<file path="src/rtl/mips_pkg.sv">
// Shared MIPS definitions: opcode constants, instruction width and fetch-state encoding.
package mips_pkg;

  localparam int INSTR_W = 32;
  localparam logic [INSTR_W-1:0] NOP = 32'h0;

  localparam logic [5:0] OP_R    = 6'd0;
  localparam logic [5:0] OP_LW   = 6'd35;
  localparam logic [5:0] OP_SW   = 6'd43;
  localparam logic [5:0] OP_BEQ  = 6'd4;
  localparam logic [5:0] OP_BNE  = 6'd5;
  localparam logic [5:0] OP_ADDI = 6'h8;
  localparam logic [5:0] OP_ANDI = 6'hC;
  localparam logic [5:0] OP_ORI  = 6'hD;

  // FETCH: request outstanding; HELD: fetched word parked in skid, no request;
  // DRAIN: wrong-path request still in flight, its data will be discarded.
  typedef enum logic [1:0] {
    FETCH = 2'd0,
    HELD  = 2'd1,
    DRAIN = 2'd2
  } fetch_state_t;

  function automatic logic [5:0] opcode_of(input logic [INSTR_W-1:0] instr);
    return instr[31:26];
  endfunction

endpackage

</file>
<file path="src/rtl/if_id_reg.sv">
// IF/ID pipeline register: clear (bubble) has priority over load, otherwise hold.
module if_id_reg
  import mips_pkg::*;
#(
  parameter int ADDR_W = 32
) (
  input  logic               clk,
  input  logic               rst_n,
  input  logic               load,
  input  logic               clear,
  input  logic [INSTR_W-1:0] instr_in,
  input  logic [ADDR_W-1:0]  pc4_in,
  output logic               valid,
  output logic [INSTR_W-1:0] instr,
  output logic [ADDR_W-1:0]  pc4
);

  // Clearing only drops valid; the stale word/pc4 stay put since decode ignores them.
  always_ff @(posedge clk or negedge rst_n) begin
    if (!rst_n) begin
      valid <= 1'b0;
      instr <= NOP;
      pc4   <= '0;
    end else if (clear) begin
      valid <= 1'b0;
    end else if (load) begin
      valid <= 1'b1;
      instr <= instr_in;
      pc4   <= pc4_in;
    end
  end

endmodule

</file>
<file path="src/rtl/fetch_unit.sv">
// Instruction-fetch stage: PC, single-outstanding imem handshake, skid buffer for
// decode stalls, and redirect handling including draining an in-flight wrong-path fetch.
module fetch_unit
  import mips_pkg::*;
#(
  parameter int                ADDR_W   = 32,
  parameter logic [ADDR_W-1:0] RESET_PC = '0
) (
  input  logic               clk,
  input  logic               rst_n,
  output logic               imem_req,
  output logic [ADDR_W-1:0]  imem_addr,
  input  logic               imem_ack,
  input  logic [INSTR_W-1:0] imem_rdata,
  input  logic               stall,
  input  logic               redirect,
  input  logic [ADDR_W-1:0]  redirect_pc,
  output logic               ifid_valid,
  output logic [INSTR_W-1:0] ifid_instr,
  output logic [ADDR_W-1:0]  ifid_pc4,
  output logic [5:0]         ifid_opcode
);

  localparam logic [ADDR_W-1:0] WORD_STEP  = ADDR_W'(4);
  localparam logic [ADDR_W-1:0] ALIGN_MASK = ~ADDR_W'(3);

  fetch_state_t       state;
  logic [ADDR_W-1:0]  pc;
  logic [ADDR_W-1:0]  pc_plus4;
  logic [ADDR_W-1:0]  target;
  logic [ADDR_W-1:0]  redir_pc;
  logic [INSTR_W-1:0] skid_instr;
  logic [ADDR_W-1:0]  skid_pc4;

  logic               ifid_load;
  logic               ifid_clear;
  logic [INSTR_W-1:0] ifid_d_instr;
  logic [ADDR_W-1:0]  ifid_d_pc4;

  // pc+4 wraps naturally at the address width; redirect targets are word-aligned.
  assign pc_plus4  = pc + WORD_STEP;
  assign target    = redirect_pc & ALIGN_MASK;
  assign imem_addr = pc;
  // Gating with rst_n keeps the request low for the whole time reset is asserted.
  assign imem_req  = rst_n && (state != HELD);

  // IF/ID control: redirect squashes, an unstalled cycle without new data inserts a bubble.
  always_comb begin
    ifid_load    = 1'b0;
    ifid_clear   = 1'b0;
    ifid_d_instr = imem_rdata;
    ifid_d_pc4   = pc_plus4;
    case (state)
      FETCH: begin
        if (redirect)                ifid_clear = 1'b1;
        else if (imem_ack && !stall) ifid_load  = 1'b1;
        else if (!stall)             ifid_clear = 1'b1;
      end
      HELD: begin
        if (redirect) begin
          ifid_clear = 1'b1;
        end else if (!stall) begin
          ifid_load    = 1'b1;
          ifid_d_instr = skid_instr;
          ifid_d_pc4   = skid_pc4;
        end
      end
      default: ifid_clear = 1'b1;
    endcase
  end

  // Fetch FSM owning the PC, skid buffer and pending redirect target.
  always_ff @(posedge clk or negedge rst_n) begin
    if (!rst_n) begin
      state      <= FETCH;
      pc         <= RESET_PC;
      redir_pc   <= '0;
      skid_instr <= NOP;
      skid_pc4   <= '0;
    end else begin
      case (state)
        FETCH: begin
          if (imem_ack) begin
            if (redirect) begin
              pc <= target;
            end else begin
              pc <= pc_plus4;
              if (stall) begin
                skid_instr <= imem_rdata;
                skid_pc4   <= pc_plus4;
                state      <= HELD;
              end
            end
          end else if (redirect) begin
            redir_pc <= target;
            state    <= DRAIN;
          end
        end
        HELD: begin
          if (redirect) begin
            pc    <= target;
            state <= FETCH;
          end else if (!stall) begin
            state <= FETCH;
          end
        end
        DRAIN: begin
          if (imem_ack) begin
            pc    <= redirect ? target : redir_pc;
            state <= FETCH;
          end else if (redirect) begin
            redir_pc <= target;
          end
        end
        default: state <= FETCH;
      endcase
    end
  end

  if_id_reg #(.ADDR_W(ADDR_W)) u_if_id (
    .clk      (clk),
    .rst_n    (rst_n),
    .load     (ifid_load),
    .clear    (ifid_clear),
    .instr_in (ifid_d_instr),
    .pc4_in   (ifid_d_pc4),
    .valid    (ifid_valid),
    .instr    (ifid_instr),
    .pc4      (ifid_pc4)
  );

  assign ifid_opcode = opcode_of(ifid_instr);

endmodule

</file>
<file path="config.mk">
export PLATFORM = sky130hd
export DESIGN_NAME = fetch_unit
export DESIGN_NICKNAME = d
export VERILOG_FILES = /design/src/rtl/mips_pkg.sv /design/src/rtl/if_id_reg.sv /design/src/rtl/fetch_unit.sv
export SDC_FILE = /design/constraint.sdc
export NUM_CORES = 1
export LEC_CHECK = 0
export CAP_MARGIN = 40
export CORE_MARGIN = 1.5
export CORE_UTILIZATION = 40
export CTS_BUF_LIST = sky130_fd_sc_hd__clkbuf_8
export DETAILED_ROUTE_END_ITERATION = 8
export DONT_BUFFER_PORTS = 1
export SLEW_MARGIN = 20
export SYNTH_ARGS = -nofsm -noshare
export SYNTH_HDL_FRONTEND = slang
export SYNTH_SLANG_ARGS = --single-unit
</file>
<file path="constraint.sdc">
create_clock -name clk -period 3.92 [get_ports clk]
set_input_delay 0.392 -clock clk [delete_from_list [all_inputs] [get_ports clk]]
set_output_delay 0.392 -clock clk [all_outputs]
set_load 0.01 [all_outputs]
</file>
==> Yosys cells after proc, flatten, opt, wreduce, memory -nomap -nowiden <==
Index checks and enable logic that the tools add are counted.
{ "word_totals": {"in_bits": 69, "ff_bits": 195} }
{ "classes": {"bitwise_logic": 3, "n_addsub": 1, "n_eq_ne": 10, "n_mux": 31, "reduce_logical": 12} }
{ "op_table": {"columns": ["cell", "count"], "rows": [
  ["32-bit 2-to-1 mux", 11],
  ["32-bit case mux with 3 select lines", 1],
  ["32-bit by 3-bit adder with 32-bit output, second input constant", 1],
  ["2-bit 2-to-1 mux", 7],
  ["3-bit != test, second input constant", 4],
  ["1-bit 2-to-1 mux", 9],
  ["2-bit != test, second input constant", 3],
  ["2-bit case mux with 3 select lines", 1],
  ["5-bit AND reduction", 1],
  ["1-bit case mux with 2 select lines", 2],
  ["2-bit AND reduction", 2],
  ["4-bit AND reduction", 1],
  ["1-bit inverter", 3],
  ["3-bit AND reduction", 1],
  ["3-bit nonzero test", 1],
  ["2-bit by 1-bit equality test with 1-bit output, second input constant", 1],
  ["2-bit equality test, second input constant", 1],
  ["1-bit logical AND", 2],
  ["2-bit zero test", 1],
  ["2-bit by 1-bit != test with 1-bit output, second input constant", 1],
  ["2-bit nonzero test", 1],
  ["2-bit OR reduction", 1],
  ["1-bit zero test", 1]
]} }

==> Logic depth before layout (Yosys ltp) <==
Gate-level depths: netlist (run 1).
{ "logic_depth": {"word_depth": 7, "depth_mapped": 10, "mapped_depth_nobuf": 7} }

==> Cells and area by module <==
From an unflattened synthesis (run 1), not the netlist that was laid out.
{ "unflattened": {"cells_unflattened": 885, "hier_area_um2": 10034.6} }
{ "by_module_without_submodules": {"columns": ["module", "n_inst", "seq_area_each_um2", "area_each_um2", "cells_per_inst"], "rows": [
  ["fetch_unit", 1, 3253.1, 7300.8, 746],
  ["if_id_reg", 1, 1626.6, 2733.9, 139]
]} }

==> Least setup slack after synthesis (run 1) <==
No wires, ideal clock.
{ "synth_path": {"kind": "register to register", "from": "register state[0]", "to": "register skid_instr[0]", "stages_incl_launch_ff": 9, "synth_period_minus_slack_ns": 2.064, "path_buffers": 3, "t_arrival_ns": 1.940, "slack_ns": 1.856, "t_required_ns": 3.795, "path_cell_list": "dfrtp_1 > inv_1 > ha_1 > and2_1 > clkbuf_1 > nand2_1 > clkbuf_1 > buf_2 > mux2_2"} }
{ "synth_via": {"elab_chain_cells": 2} }
{ "synth_lines": {"columns": ["element", "line", "text"], "rows": [
  ["start, declared", "fetch_unit.sv:27", "fetch_state_t state;"],
  ["start signal, assigned", "fetch_unit.sv:75", "state <= FETCH;"],
  ["start signal, assigned", "fetch_unit.sv:91", "state <= HELD;"],
  ["start signal, assigned", "fetch_unit.sv:96", "state <= DRAIN;"],
  ["2-bit zero test", "fetch_unit.sv:81", "case (state)"],
  ["3-bit AND reduction (no source line)", null, null],
  ["end signal, assigned", "fetch_unit.sv:89", "skid_instr <= imem_rdata;"],
  ["end, declared", "fetch_unit.sv:32", "logic [INSTR_W-1:0] skid_instr;"]
]} }
Every way passes these cells.
A chain may end at the register's enable or synchronous reset.

==> Worst setup path after layout (run 1) <==
{ "layout_path": {"from": "register state[0]", "to": "register u_if_id.pc4[20]"} }
{ "layout_via": {"elab_chain_cells": 4, "elab_cells_between_ends": 7, "cone_classes": "eq/ne (1); mux (3); bitwise (1); reduce/logical (2)"} }
{ "layout_lines": {"columns": ["element", "line", "text"], "rows": [
  ["2-bit by 1-bit equality test with 1-bit output or 2-bit zero test (tied branches)", "fetch_unit.sv:53", "case (state)"],
  ["1-bit case mux with 2 select lines", "fetch_unit.sv:53", null],
  ["1-bit inverter (no source line)", null, null],
  ["2-bit AND reduction (no source line)", null, null],
  ["end signal, assigned", "if_id_reg.sv:29", "pc4 <= pc4_in;"],
  ["end, declared", "if_id_reg.sv:15", "output logic [ADDR_W-1:0] pc4"]
]} }
Parallel ways exist; a longest one is shown, timed or not.

==> out/qor.yml, run 1 <==
job:
  drv_cap: 0
die:
  die_y_um: 157
  core-area_um2: 23300
  die_x_um: 157
  die_area_um2: 24600
  io_pins: 173
  rows: 56
  start_util_pct: 40.5
cells_and_area:
  final_cell_mix: "195 x dfrtp_1, 165 x nand2_1, 76 x nor2_1, 76 x mux2_2, 67 x a21oi_1"
  nets: 998
  final_common_cell: "dfrtp_1"
  drive_gt1_share_pct: 14.8
  finish.instance_area_um2: 10100
  syn_to_final_growth_pct: 6.77
  seq_area_um2: 4880
  multiInputGateArea_um2: 4210
  antenna_cells: 0
  fillers: 2296
drt:
  vias: 6903
  avgViaCountPerCell: 5.50
  drt_wl_total_um: 23700
  wl_per_cell_um: 18.9
  drt-initial-drc-count: 437
  drc: 0
  drtPass1Iterations: 5
  ant_nets: 0
yosys:
  synth.area.mux_share_pct: 9.37
  synthTopCellsByArea: "dfrtp_1 52%, mux2_2 9.1%, nand2_1 6.6%"
  syn_area_per_cell_um2: 9.77
  synth_flop_cell: "dfrtp_1"
  yosysWarnings: 0
  synth_edf_count: 0
  synth-simple-area-share_pct: 14.7
  synth.top_cell.area_share_pct: 51.6
  synthAdderAreaFrac_pct: 0.662
  synth_top_family_by_area: "compound AO/OA/AOI/OAI gates"
  ys_ff_latch: 195
  synth-xor-area-share_pct: 2.50
  mappedNetlistNets: 1042
  synthCells: 968
  synthArstFlopShare_pct: 100
  yosysUniqueCellTypes: 57
  synth_area_um2: 9460
  yosysSeqAreaShare_pct: 51.6
  yosysTopAreaCell: "dfrtp_1"
  synth_compound_area_share_pct: 17.0
timing:
  rsz0062_at_grt: "no"
  timing.fmax_ghz: 0.381
  slew_headroom_pct: 50.5
  hold_viol_final: 195
  holdWs_ns: -0.413
  period_share_pct: 66.9
  setup-violations-final: 0
  min_period_ns: 2.62
  finalClockSkew_ns: 0.0236
  worst_pin_slew_ns: 0.735
  slew_violations: 0
  finalSetupTns_ns: 0
placed_design:
  placed_cell_area_um2: 9680
  routabilityCongestion: 0.817
  port_buffers: 0
  dp_hpwl_um: 15800
global_route:
  track_usage_pct: 19.8
  grt_max_degree: 197
  gr-total-overflow: 0
  first_global_vias: 6586
  antenna_found_initial: 0
  grt_pass1_wl_um: 37700
clocking:
  cts_resized: 0
  clock_latency_ns: 0.49
  clockBufferDepth: 2
  clkTransAtPathRegs_ns: 0.12
  cts-root-buf: "clkbuf_8"
  cts_tree: "yes"
  htreeDepth: 4
  cts_sinks: 195
  cts_buffers: 17
  hold_buffers: 1
status:
  outcome: "complete, but fails checks"
  violations: "negative hold slack"
worst_setup_path:
  crit_path_end_kind: "register"
  arrival_ns: 3.00
  critical_path_class: "reg2reg"
  start_kind: "register"
  cp_max_fo: 22
  cp.required_ns: 4.30
power:
  power.total_uw: 8270
  p_leak_uw: 0.00423
  ir_drop_v: 0.000287
  powerDensity_nw_per_um2: 819
min_path:
  hold_path_class: "in2async"
critical path: stages (launching register included):
cell	delay, ns
dfrtp_1	0.47
inv_1	0.11
ha_1	0.34
and2_1	0.39
o21a_4	0.35
nand2_1	0.50
o211ai_1	0.35
cell type report:
class                   count  share of cell area (%)
clock buffers              19                    2.59
clock inverters            13                    1.44
inverters                  11                   0.409
multi-input cells         683                    41.7
flip-flops and latches    195                    48.3
well taps                 319                    3.95
repair buffers             16                    1.59
flip-flops by register name (all words and copies together), names as in the netlist:
name	cells
redir_pc	32
u_if_id.instr	32
state	2
u_if_id.pc4	32
skid_instr	32
u_if_id.valid	1
imem_addr	32
skid_pc4	32
repair_timing:
item | in CTS | in global routing
hold endpoints to repair | 198 | 195
setup buffers | 0 | 0
setup endpoints to repair | 0 | 0
metal layers:
metal	vias up	wire (µm)	part of all wire (%)	track usage [%]
met5	-	0	0	0
met4	0	206	0.87	4.58
met3	18	2250	9.5	7.53
met2	198	10400	44	29.7
met1	3359	10800	46	27.0
li1	3328	-	-	-
path summary, 6_finish.rpt:
check | start | to | slack [ns] | cells past startpoint
max in group asynchronous | rst_n | u_if_id.pc4[12] | 4.09 | 0
min | rst_n | skid_instr[22] | -0.41 | 0
min reg2reg | skid_pc4[8] | skid_pc4[8] | 0.49 | 2
max reg2reg | state[0] | u_if_id.pc4[20] | 1.30 | 6
max | state[0] | u_if_id.pc4[20] | 1.30 | 6
min in group clk | redirect_pc[30] | redir_pc[30] | 0.04 | 1
synthesized netlist by cell type (8+ instances only):
master     count
dfrtp_1      195
nand2_1      166
mux2_2        76
nor2_1        76
a21oi_1       67
o21ai_0       57
clkbuf_1      40
a31oi_1       39
nand3_1       29
buf_2         21
xor2_1        15
o22ai_1       14
a21o_1        13
xnor2_1       12
inv_1         11
buf_1         10
o211ai_1      10
a2bb2oi_1      9
nand4_1        8
stage by stage:
step	std cells	worst slack [ns]	utilization, %
after detailed placement	1223	1.34	41.5
after global placement	1222	1.39	41.4
final	1256	1.30	43.3
after global routing	1256	1.07	43.3
after floorplan	968	1.86	-
after CTS	1256	1.28	43.3
cell families (layout without fill, tap and decap cells):
logic type,count (synthesis),count (layout)
DFF,195,195
buffers and inverters,90,59
muxes,79,79
adders and majority gates,5,5
AOI/OAI and AO/OA,257,257
xor gates and xnor gates,27,27
and+or+nand+nor,315,315
power by group:
part | internal (µW) | switching (µW) | total, µW
clock network | 560 | 795 | 1360
registers | 2970 | 1110 | 4080
logic | 1290 | 1540 | 2830
total | 4820 | 3450 | 8270
No activity file was read; power rests on OpenSTA's default activity.
==> run 2: changes to the inputs <==
--- a/config.mk
+++ b/config.mk
@@ -5,6 +5,7 @@
 export SDC_FILE = /design/constraint.sdc
 export NUM_CORES = 1
 export LEC_CHECK = 0
+export ABC_AREA = 1
 export CAP_MARGIN = 40
 export CORE_MARGIN = 1.5
 export CORE_UTILIZATION = 40
==> constraint.sdc (replaced) <==
create_clock -name clk -period 2.7 [get_ports clk]
set_input_delay 0.27 -clock clk [delete_from_list [all_inputs] [get_ports clk]]
set_output_delay 0.27 -clock clk [all_outputs]
set_load 0.01 [all_outputs]
==> out/qor.yml, run 2 <==
drt:
  avgViaCountPerCell: 5.23
  wl_per_cell_um: 16.5
  drtPass1Iterations: 9
  vias: 9612
  ant_nets: 0
  drt-initial-drc-count: 947
  drc: 21
  drt_wl_total_um: 30400
global_route:
  first_global_vias: 9063
  grt_pass1_wl_um: 49800
  antenna_found_initial: 0
  gr-total-overflow: 0
  track_usage_pct: 22.5
  grt_max_degree: 197
worst_setup_path:
  arrival_ns: 2.62
  critical_path_class: "reg2reg"
  r2r_cells: 8
  cp_max_fo: 5
  r2r_start: "imem_addr[12]"
  rrSetupSlack_ns: 0.50
  r2r-end: "imem_addr[23]"
  cp.required_ns: 3.11
  crit_path_start: "imem_addr[12]"
  crit_path_end_kind: "register"
  start_kind: "register"
placed_design:
  port_buffers: 0
  routabilityCongestion: 0.883
  placed_cell_area_um2: 10900
  dp_hpwl_um: 19500
  place_ws_ns: 0.548
yosys:
  synth_edf_count: 0
  synth-xor-area-share_pct: 0.652
  synth_flop_cell: "dfrtp_1"
  yosys-top-cells-count: "520 x nand2_1, 195 x dfrtp_1, 174 x o21ai_0, 127 x inv_1, 113 x nor2_1"
  synth.area.mux_share_pct: 0.186
  synthArstFlopShare_pct: 100
  synth-simple-area-share_pct: 27.8
  synth_compound_area_share_pct: 16.6
  synthTopCellsByArea: "dfrtp_1 45%, nand2_1 18%, o21ai_0 8.1%"
  mappedNetlistNets: 1586
  yosysWarnings: 0
  synthCells: 1512
  yosysTopAreaCell: "dfrtp_1"
  synth_top_family_by_area: "simple AND/OR/NAND/NOR gates"
  synth.top_cell.area_share_pct: 45.4
  yosysSeqAreaShare_pct: 45.4
  yosysUniqueCellTypes: 35
  synth_most_common_cell: "nand2_1"
  synthAdderAreaFrac_pct: 0.582
  syn_area_per_cell_um2: 7.10
  ys_ff_latch: 195
  synth_area_um2: 10700
timing:
  rsz0062_at_grt: "no"
  finalSetupTns_ns: 0
  hold_viol_final: 195
  min_period_ns: 2.20
  timing.fmax_ghz: 0.454
  holdWs_ns: -0.521
  setup-violations-final: 0
  slew_violations: 0
  worst_pin_slew_ns: 0.696
  finalClockSkew_ns: 0.0153
  setup_ws_ns: 0.495
  slew_headroom_pct: 53.6
  period_share_pct: 81.7
min_path:
  hold_path_class: "in2async"
clocking:
  cts_sinks: 195
  postCtsSetupBuffers: 0
  clockBufferDepth: 2
  htreeDepth: 4
  clkTransAtPathRegs_ns: 0.11
  cts_resized: 0
  cts-root-buf: "clkbuf_8"
  cts_buffers: 17
  hold_buffers: 36
  clock_latency_ns: 0.48
  cts_tree: "yes"
power:
  p_seq_share_pct: 44.3
  powerDensity_nw_per_um2: 1110
  ir_drop_v: 0.000527
  p_int_uw: 7110
  p_sw_share_pct: 45.5
  power.switching_uw: 5940
  p_leak_uw: 0.00554
  clockPowerShare_pct: 16.4
  pwr-share-comb_pct: 39.3
die:
  die_y_um: 167
  die_area_um2: 27800
  core-area_um2: 26200
  start_util_pct: 41.0
  rows: 59
  die_x_um: 167
  io_pins: 173
cells_and_area:
  syn_to_final_growth_pct: 9.10
  finish.instance_area_um2: 11700
  final_common_cell: "nand2_1"
  final_cell_mix: "520 x nand2_1, 195 x dfrtp_1, 174 x o21ai_0"
  fillers: 2652
  nets: 1564
  antenna_cells: 0
  drive_gt1_share_pct: 5.26
status:
  violations: "design-rule violations, negative hold slack"
  outcome: "complete, but fails checks"
job:
  drv_cap: 0
-- run 2: cell families (layout without fill, tap and decap cells) --
| family | after synthesis | count (layout) |
|---|---|---|
| and+or+nand+nor | 744 | 744 |
| buffers and inverters | 229 | 220 |
| AOI/OAI and AO/OA | 329 | 329 |
| DFF | 195 | 195 |
| adders and majority gates | 5 | 5 |
| xor gates and xnor gates | 8 | 8 |
| muxes | 2 | 2 |
-- run 2: through the flow --
stage / util [%] / hold slack, ns / power (µW) / cells
after floorplan: - / -0.0256 / 9460 / 1512
after global placement: 41.7 / -0.0211 / 10800 / 1770
after detailed placement: 41.7 / -0.0209 / 10900 / 1770
after CTS: 44.7 / -0.555 / 13100 / 1838
after global routing: 44.7 / -0.564 / 14300 / 1838
final: 44.7 / -0.521 / 13100 / 1838
-- run 2: how the worst max path moves through the flow --
stage / slack, ns / cells after the start / endpoint
finish: 0.50 / 8 / imem_addr[23]
global route: 0.27 / 12 / u_if_id.pc4[30]
CTS: 0.51 / 9 / u_if_id.instr[16]
detailed placement: 0.55 / 9 / u_if_id.instr[7]
global placement: 0.60 / 9 / u_if_id.instr[6]
floorplan: 0.86 / 9 / imem_addr[3]
-- run 2: power by group through the flow --
| stage | clock network, µW | registers (µW) | logic [µW] |
|---|---|---|---|
| finish | 2140 | 5780 | 5130 |
| detailed placement | 0 | 5860 | 5050 |
| floorplan | 0 | 5350 | 4110 |
| global route | 2310 | 5950 | 6010 |
| CTS | 2200 | 5790 | 5140 |
| global placement | 0 | 5820 | 4960 |
-- run 2: layout make-up --
cell class	instances	area (µm²)	area share, %
multi-input combinational	1088	4920	42.0
sequential	195	4880	41.6
timing repair buffer	54	558	4.76
inverter	134	504	4.30
tap	335	419	3.58
clock buffer	19	262	2.23
clock inverter	13	173	1.47
-- run 2: routing by layer --
layer  part of all wire (%)  up-vias  track usage (%)  routed length, µm
met2                     44      304             34.4              13300
li1                       -     4829                -                  -
met4                    1.0        0             5.42                316
met1                     46     4451             31.3              14000
met3                    9.0       28             6.61               2740
met5                      0        -                0                  0
-- run 2: worst max-delay path, cell delays in order (launching register included) --
cell	delay, ns
dfrtp_1	0.55
nand2_1	0.13
nor2_1	0.36
nand2_1	0.09
nor2_1	0.33
nand3_1	0.23
a21oi_1	0.30
o21ai_1	0.09
nand2_1	0.06
